<file path="config.mk">
export PLATFORM = sky130hd
export DESIGN_NAME = key_search_scheduler
export DESIGN_NICKNAME = d
export VERILOG_FILES = /design/src/rtl/key_search_scheduler.sv
export SDC_FILE = /design/constraint.sdc
export NUM_CORES = 1
export LEC_CHECK = 0
export CAP_MARGIN = 15
export CORE_ASPECT_RATIO = 0.8
export CORE_UTILIZATION = 57
export CTS_BUF_LIST = sky130_fd_sc_hd__clkbuf_16
export DETAILED_ROUTE_END_ITERATION = 8
export DONT_BUFFER_PORTS = 1
export PLACE_DENSITY = 0.75
export SLEW_MARGIN = 30
export SYNTH_ARGS = -nofsm -noshare
export SYNTH_HDL_FRONTEND = slang
export SYNTH_SLANG_ARGS = --single-unit
</file>
<file path="constraint.sdc">
create_clock -name clk -period 2.3 [get_ports clk]
set_input_delay 0.23 -clock clk [delete_from_list [all_inputs] [get_ports clk]]
set_output_delay 0.23 -clock clk [all_outputs]
set_load 0.02 [all_outputs]
</file>
<file path="src/rtl/key_search_scheduler.sv">
// Round-robin dispatcher handing ascending RC4 candidate keys to a bank of
// decrypt/check cores, collecting verdicts and latching the first winning key.
module key_search_scheduler #(
  parameter int                 NUM_CORES = 4,
  parameter int                 KEY_WIDTH = 24,
  parameter logic [KEY_WIDTH:0] KEY_LIMIT = 25'h0400000
) (
  input  logic                           clk,
  input  logic                           reset,
  input  logic                           start,
  input  logic [NUM_CORES-1:0]           core_done,
  input  logic [NUM_CORES-1:0]           core_success,
  output logic [NUM_CORES-1:0]           core_start,
  output logic [NUM_CORES*KEY_WIDTH-1:0] core_key,
  output logic                           busy,
  output logic                           found,
  output logic                           exhausted,
  output logic [KEY_WIDTH-1:0]           found_key,
  output logic [9:0]                     LEDR
);
  localparam int                 PTR_W   = (NUM_CORES > 1) ? $clog2(NUM_CORES) : 1;
  localparam logic [KEY_WIDTH:0] KEY_ONE = {{KEY_WIDTH{1'b0}}, 1'b1};

  typedef enum logic [2:0] {
    ST_IDLE      = 3'd0,
    ST_RUN       = 3'd1,
    ST_DRAIN     = 3'd2,
    ST_FOUND     = 3'd3,
    ST_EXHAUSTED = 3'd4
  } state_t;

  state_t                         state_r, state_s;
  logic [KEY_WIDTH:0]             next_key_r, next_key_s;
  logic [PTR_W-1:0]               rr_ptr_r, rr_ptr_s;
  logic [NUM_CORES-1:0]           slot_busy_r, slot_busy_s;
  logic [NUM_CORES-1:0]           core_start_r, launch_s;
  logic [NUM_CORES*KEY_WIDTH-1:0] core_key_r;
  logic                           busy_r, busy_s;
  logic                           found_r, found_s;
  logic                           exhausted_r, exhausted_s;
  logic [KEY_WIDTH-1:0]           found_key_r, found_key_s;
  logic                           pick_ok_s;
  logic [NUM_CORES-1:0]           pick_oh_s;
  logic [PTR_W-1:0]               pick_nxt_s;
  logic [NUM_CORES-1:0]           win_s;
  logic                           win_any_s;
  logic [KEY_WIDTH-1:0]           win_key_s;

  // Done pulses from idle slots carry no verdict
  assign win_s = core_done & core_success & slot_busy_r;

  // Round-robin choice of the first idle slot at or after rr_ptr, then wrapping
  always_comb begin
    pick_ok_s  = 1'b0;
    pick_oh_s  = '0;
    pick_nxt_s = '0;
    for (int i = 0; i < NUM_CORES; i++) begin
      if (!pick_ok_s && !slot_busy_r[i] && (i >= int'(rr_ptr_r))) begin
        pick_ok_s    = 1'b1;
        pick_oh_s[i] = 1'b1;
        pick_nxt_s   = PTR_W'((i + 1) % NUM_CORES);
      end else begin
        pick_ok_s = pick_ok_s;
      end
    end
    for (int i = 0; i < NUM_CORES; i++) begin
      if (!pick_ok_s && !slot_busy_r[i]) begin
        pick_ok_s    = 1'b1;
        pick_oh_s[i] = 1'b1;
        pick_nxt_s   = PTR_W'((i + 1) % NUM_CORES);
      end else begin
        pick_ok_s = pick_ok_s;
      end
    end
  end

  // Lowest-index successful core wins when several report together
  always_comb begin
    win_any_s = 1'b0;
    win_key_s = '0;
    for (int i = NUM_CORES - 1; i >= 0; i--) begin
      if (win_s[i]) begin
        win_any_s = 1'b1;
        win_key_s = core_key_r[i*KEY_WIDTH +: KEY_WIDTH];
      end else begin
        win_any_s = win_any_s;
      end
    end
  end

  // Next-state, dispatch and verdict logic
  always_comb begin
    state_s     = state_r;
    next_key_s  = next_key_r;
    rr_ptr_s    = rr_ptr_r;
    launch_s    = '0;
    found_s     = found_r;
    exhausted_s = exhausted_r;
    found_key_s = found_key_r;
    slot_busy_s = slot_busy_r & ~core_done;
    case (state_r)
      ST_IDLE: begin
        if (start) begin
          state_s = ST_RUN;
        end else begin
          state_s = ST_IDLE;
        end
      end
      ST_RUN: begin
        if (win_any_s) begin
          state_s     = ST_FOUND;
          found_s     = 1'b1;
          found_key_s = win_key_s;
        end else if (next_key_r >= KEY_LIMIT) begin
          state_s = ST_DRAIN;
        end else if (pick_ok_s) begin
          launch_s   = pick_oh_s;
          next_key_s = next_key_r + KEY_ONE;
          rr_ptr_s   = pick_nxt_s;
          if (next_key_s >= KEY_LIMIT) begin
            state_s = ST_DRAIN;
          end else begin
            state_s = ST_RUN;
          end
        end else begin
          state_s = ST_RUN;
        end
      end
      ST_DRAIN: begin
        if (win_any_s) begin
          state_s     = ST_FOUND;
          found_s     = 1'b1;
          found_key_s = win_key_s;
        end else if (slot_busy_s == '0) begin
          state_s     = ST_EXHAUSTED;
          exhausted_s = 1'b1;
        end else begin
          state_s = ST_DRAIN;
        end
      end
      ST_FOUND:     state_s = ST_FOUND;
      ST_EXHAUSTED: state_s = ST_EXHAUSTED;
      default:      state_s = ST_IDLE;
    endcase
    slot_busy_s = slot_busy_s | launch_s;
    busy_s      = (state_s == ST_RUN) || (state_s == ST_DRAIN);
  end

  // State, key counter, slot occupancy and registered outputs
  always_ff @(posedge clk or negedge reset) begin
    if (!reset) begin
      state_r      <= ST_IDLE;
      next_key_r   <= '0;
      rr_ptr_r     <= '0;
      slot_busy_r  <= '0;
      core_start_r <= '0;
      core_key_r   <= '0;
      busy_r       <= 1'b0;
      found_r      <= 1'b0;
      exhausted_r  <= 1'b0;
      found_key_r  <= '0;
    end else begin
      state_r      <= state_s;
      next_key_r   <= next_key_s;
      rr_ptr_r     <= rr_ptr_s;
      slot_busy_r  <= slot_busy_s;
      core_start_r <= launch_s;
      busy_r       <= busy_s;
      found_r      <= found_s;
      exhausted_r  <= exhausted_s;
      found_key_r  <= found_key_s;
      for (int i = 0; i < NUM_CORES; i++) begin
        if (launch_s[i]) begin
          core_key_r[i*KEY_WIDTH +: KEY_WIDTH] <= next_key_r[KEY_WIDTH-1:0];
        end
      end
    end
  end

  assign core_start = core_start_r;
  assign core_key   = core_key_r;
  assign busy       = busy_r;
  assign found      = found_r;
  assign exhausted  = exhausted_r;
  assign found_key  = found_key_r;
  assign LEDR       = {7'd0, exhausted_r, found_r, busy_r};
endmodule
</file>
==> flow_summary.yaml <==
logic_synthesis:
  yosysWarnings: 0
  synth_edf_count: 0
  synth-seq-cells: 161
  ys_top_cells_by_count: "161 x dfrtp_1, 96 x mux2_2, 54 x o21ai_0"
  syn_inst: 597
  synth_area_per_cell_sq_um: 12.2
  async_reset_ff_share_pct: 100
  synth_ff_type: "dfrtp_1"
  synth_top_family_by_area: "multiplexers"
  synth_fa_ha_area_share_pct: 0.344
  synthXorXnorAreaFrac_pct: 2.65
  synth.area.top_cells: "dfrtp_1 55%, mux2_2 15%, o21ai_0 3.7%, a221o_1 3.3%, nand2_1 2.2%"
  synth-compound-area-share_pct: 10.0
  synth_cell_types: 54
  synth-simple-area-share_pct: 9.33
  netlist.area_leader.share_pct: 55.4
  synth.most_common_cell: "dfrtp_1"
  synth_area_leader_cell: "dfrtp_1"
  synth.area.mux_share_pct: 18.0
  yosysSeqAreaShare_pct: 55.4
  synthesis.area_sq_um: 7270
cells_and_area:
  drive_gt1_share_pct: 30.4
  fin_nets: 616
  instances_no_fill: 787
  fill_cells: 917
  design_area_sq_um: 8270
  syn2layout_area_growth_pct: 13.9
  diodes: 0
die:
  die-width_um: 128
  dieArea_sq_um: 13200
  ios: 148
  placement_rows: 36
  coreArea_sq_um: 12300
  die_h_um: 103
  initial_core_util_pct: 59.1
power:
  power_density_nw_per_um2: 1250
  power.total_mw: 10.3
  p_leak_nw: 3.89
  ir_worst_vdd_uv: 702
sta:
  relSlewSlack_pct: 57.3
  holdWs_ps: -488
  fmax_mhz: 442
  finalHoldViolCount: 161
  min_period_ps: 2260
  finalSetupViolations: 0
  fin_crit_sh_pct: 98.3
  skew_ps: 7.46
  final_max_slew_viol_count: 0
  setup_ws_ps: 38.0
  worst_slew_pin_slew_ps: 632
  rsz0062_at_grt: "true"
place:
  hpwl_um: 11000
  placed_cell_area_sq_um: 7560
  place_congestion: 0.944
  placed_cells: 749
  port_buffers: 0
  pre_cts_slack_ps: -17.4
setup_path:
  endpoint: "core_key[41]"
  r2r_end: "core_key[41]"
  endpoint_kind: "flop"
  required_ps: 2600
  r2r_start: "state_r[1]"
  critical_path_class: "reg2reg"
  r2r_slack_ps: 40
  critPathArrivalTime_ps: 2560
  startpoint_type: "flop"
  r2r_cells: 7
  cp-startpoint: "state_r[1]"
  critPathMaxFanout: 7
clocking:
  cts_tree: "done"
  numCtsBuffers: 17
  root_buffer: "clkbuf_16"
  hold_buffers: 1
  cts_sinks: 161
  clockBufferDepth: 2
  clock_latency_ps: 420
  cts.clk_slew.worst_paths_ps: 60
  htree_levels: 4
global_route:
  grtUsageTotal_pct: 27.4
  grt_pass1_wl_um: 27000
  overflow: 0
  antenna_found_initial: 0
  first_global_vias: 4847
  grt_max_degree: 162
routing:
  routed_wl_um: 17300
  dr.pass1.iters: 5
  postRouteAntennaNets: 0
  wl_per_cell_um: 22.0
  route.detailed.vias_per_inst: 6.21
  dr_total_vias: 4889
  drtIter0Drc: 390
  drc: 0
job:
  maxCapViolCount: 0
run_status:
  status: "complete, but fails checks"
  violations: "negative hold slack"
worst_hold_path:
  hp-class: "in2async"
## metal layers
metal	up-vias	wire [um]	GRT usage, %
met4	0	253	8.42
met5	-	0	0
li1	2138	-	-
met3	24	1600	9.60
met2	221	7960	42.0
met1	2506	7500	37.0
## critical path: stages (launching register included)
cell	delay (ps)
dfrtp_1	410
or3b_4	430
nor3_4	270
nand2_4	130
a2111oi_4	220
buf_6	190
clkbuf_16	160
mux2_1	330
## power breakdown
group	switching, mW	leakage [nW]	internal (mW)	total [mW]
Clock	1.14	0.304	1.81	2.95
Sequential	1.10	2.15	3.37	4.48
Combinational	1.52	1.43	1.37	2.89
Total	3.77	3.89	6.55	10.3
## logic make-up (layout without fill, tap and decap cells)
family	after synthesis	in the layout
other cells	1	7
buf+inv	64	77
compound gates	106	106
simple gates	128	128
fa+ha+maj	2	2
mux	113	113
flops	161	161
xor+xnor	22	22
## stage by stage
| step | utilization [%] | hold slack [ps] | setup TNS, ps |
|---|---|---|---|
| floorplan | - | -65.6 | -178 |
| finish | 67.3 | -488 | 0 |
| CTS | 66.6 | -503 | 0 |
| detailed placement | 61.5 | -60.5 | -51.2 |
| global route | 67.3 | -512 | -32.3 |
| global placement | 61.4 | -57.3 | 0 |
## final cells by class
class	instances	area [sq um]	share of cell area (%)
flip-flops and latches	161	4030	48.7
clock inverters	15	186	2.25
clock buffers	17	425	5.14
inverters	7	26.3	0.318
repair buffers	38	395	4.78
multi-input cells	378	3000	36.2
well taps	171	214	2.59
## flip-flops by register name, indices dropped and copies added (netlist names)
register,flops
found_key,24
slot_busy_r,4
core_start,4
core_key,96
busy,1
rr_ptr_r,2
exhausted,1
next_key_r,25
found,1
state_r,3
## cell usage in the layout, fill, tap and decap left out, types with 4 or more instances in the layout
cell,count
dfrtp_1,161
mux2_2,94
o21ai_0,54
nand2_1,42
buf_4,27
a221o_1,24
clkbuf_16,18
nand3_1,16
nor2_1,13
xor2_1,13
mux2_4,12
xnor2_1,9
inv_1,7
nor3_1,7
a21oi_1,7
conb_1,7
nand2b_1,6
and3_1,6
nor2b_1,6
mux2_1,6
buf_12,6
nand4_1,5
nor4_1,5
clkinv_2,4
bufinv_16,4
## how the worst min path moves through the flow
stage                from       endpoint  slack, ps  cells after the start
floorplan           reset           busy        -70                      0
global placement    reset           busy        -60                      0
detailed placement  reset   found_key[4]        -60                      0
CTS                 reset   core_key[50]       -500                      0
global route        reset  core_start[3]       -510                      0
finish              reset      exhausted       -490                      0
## what timing repair did
item,4_1_cts,5_1_grt
pin swaps,0,3
buffers inserted,0,3
resized for setup,2,10
gates cloned,0,2
endpoints found under the hold margin,162,161
setup endpoints to repair,3,42
Power figures use the tool's default switching activity.
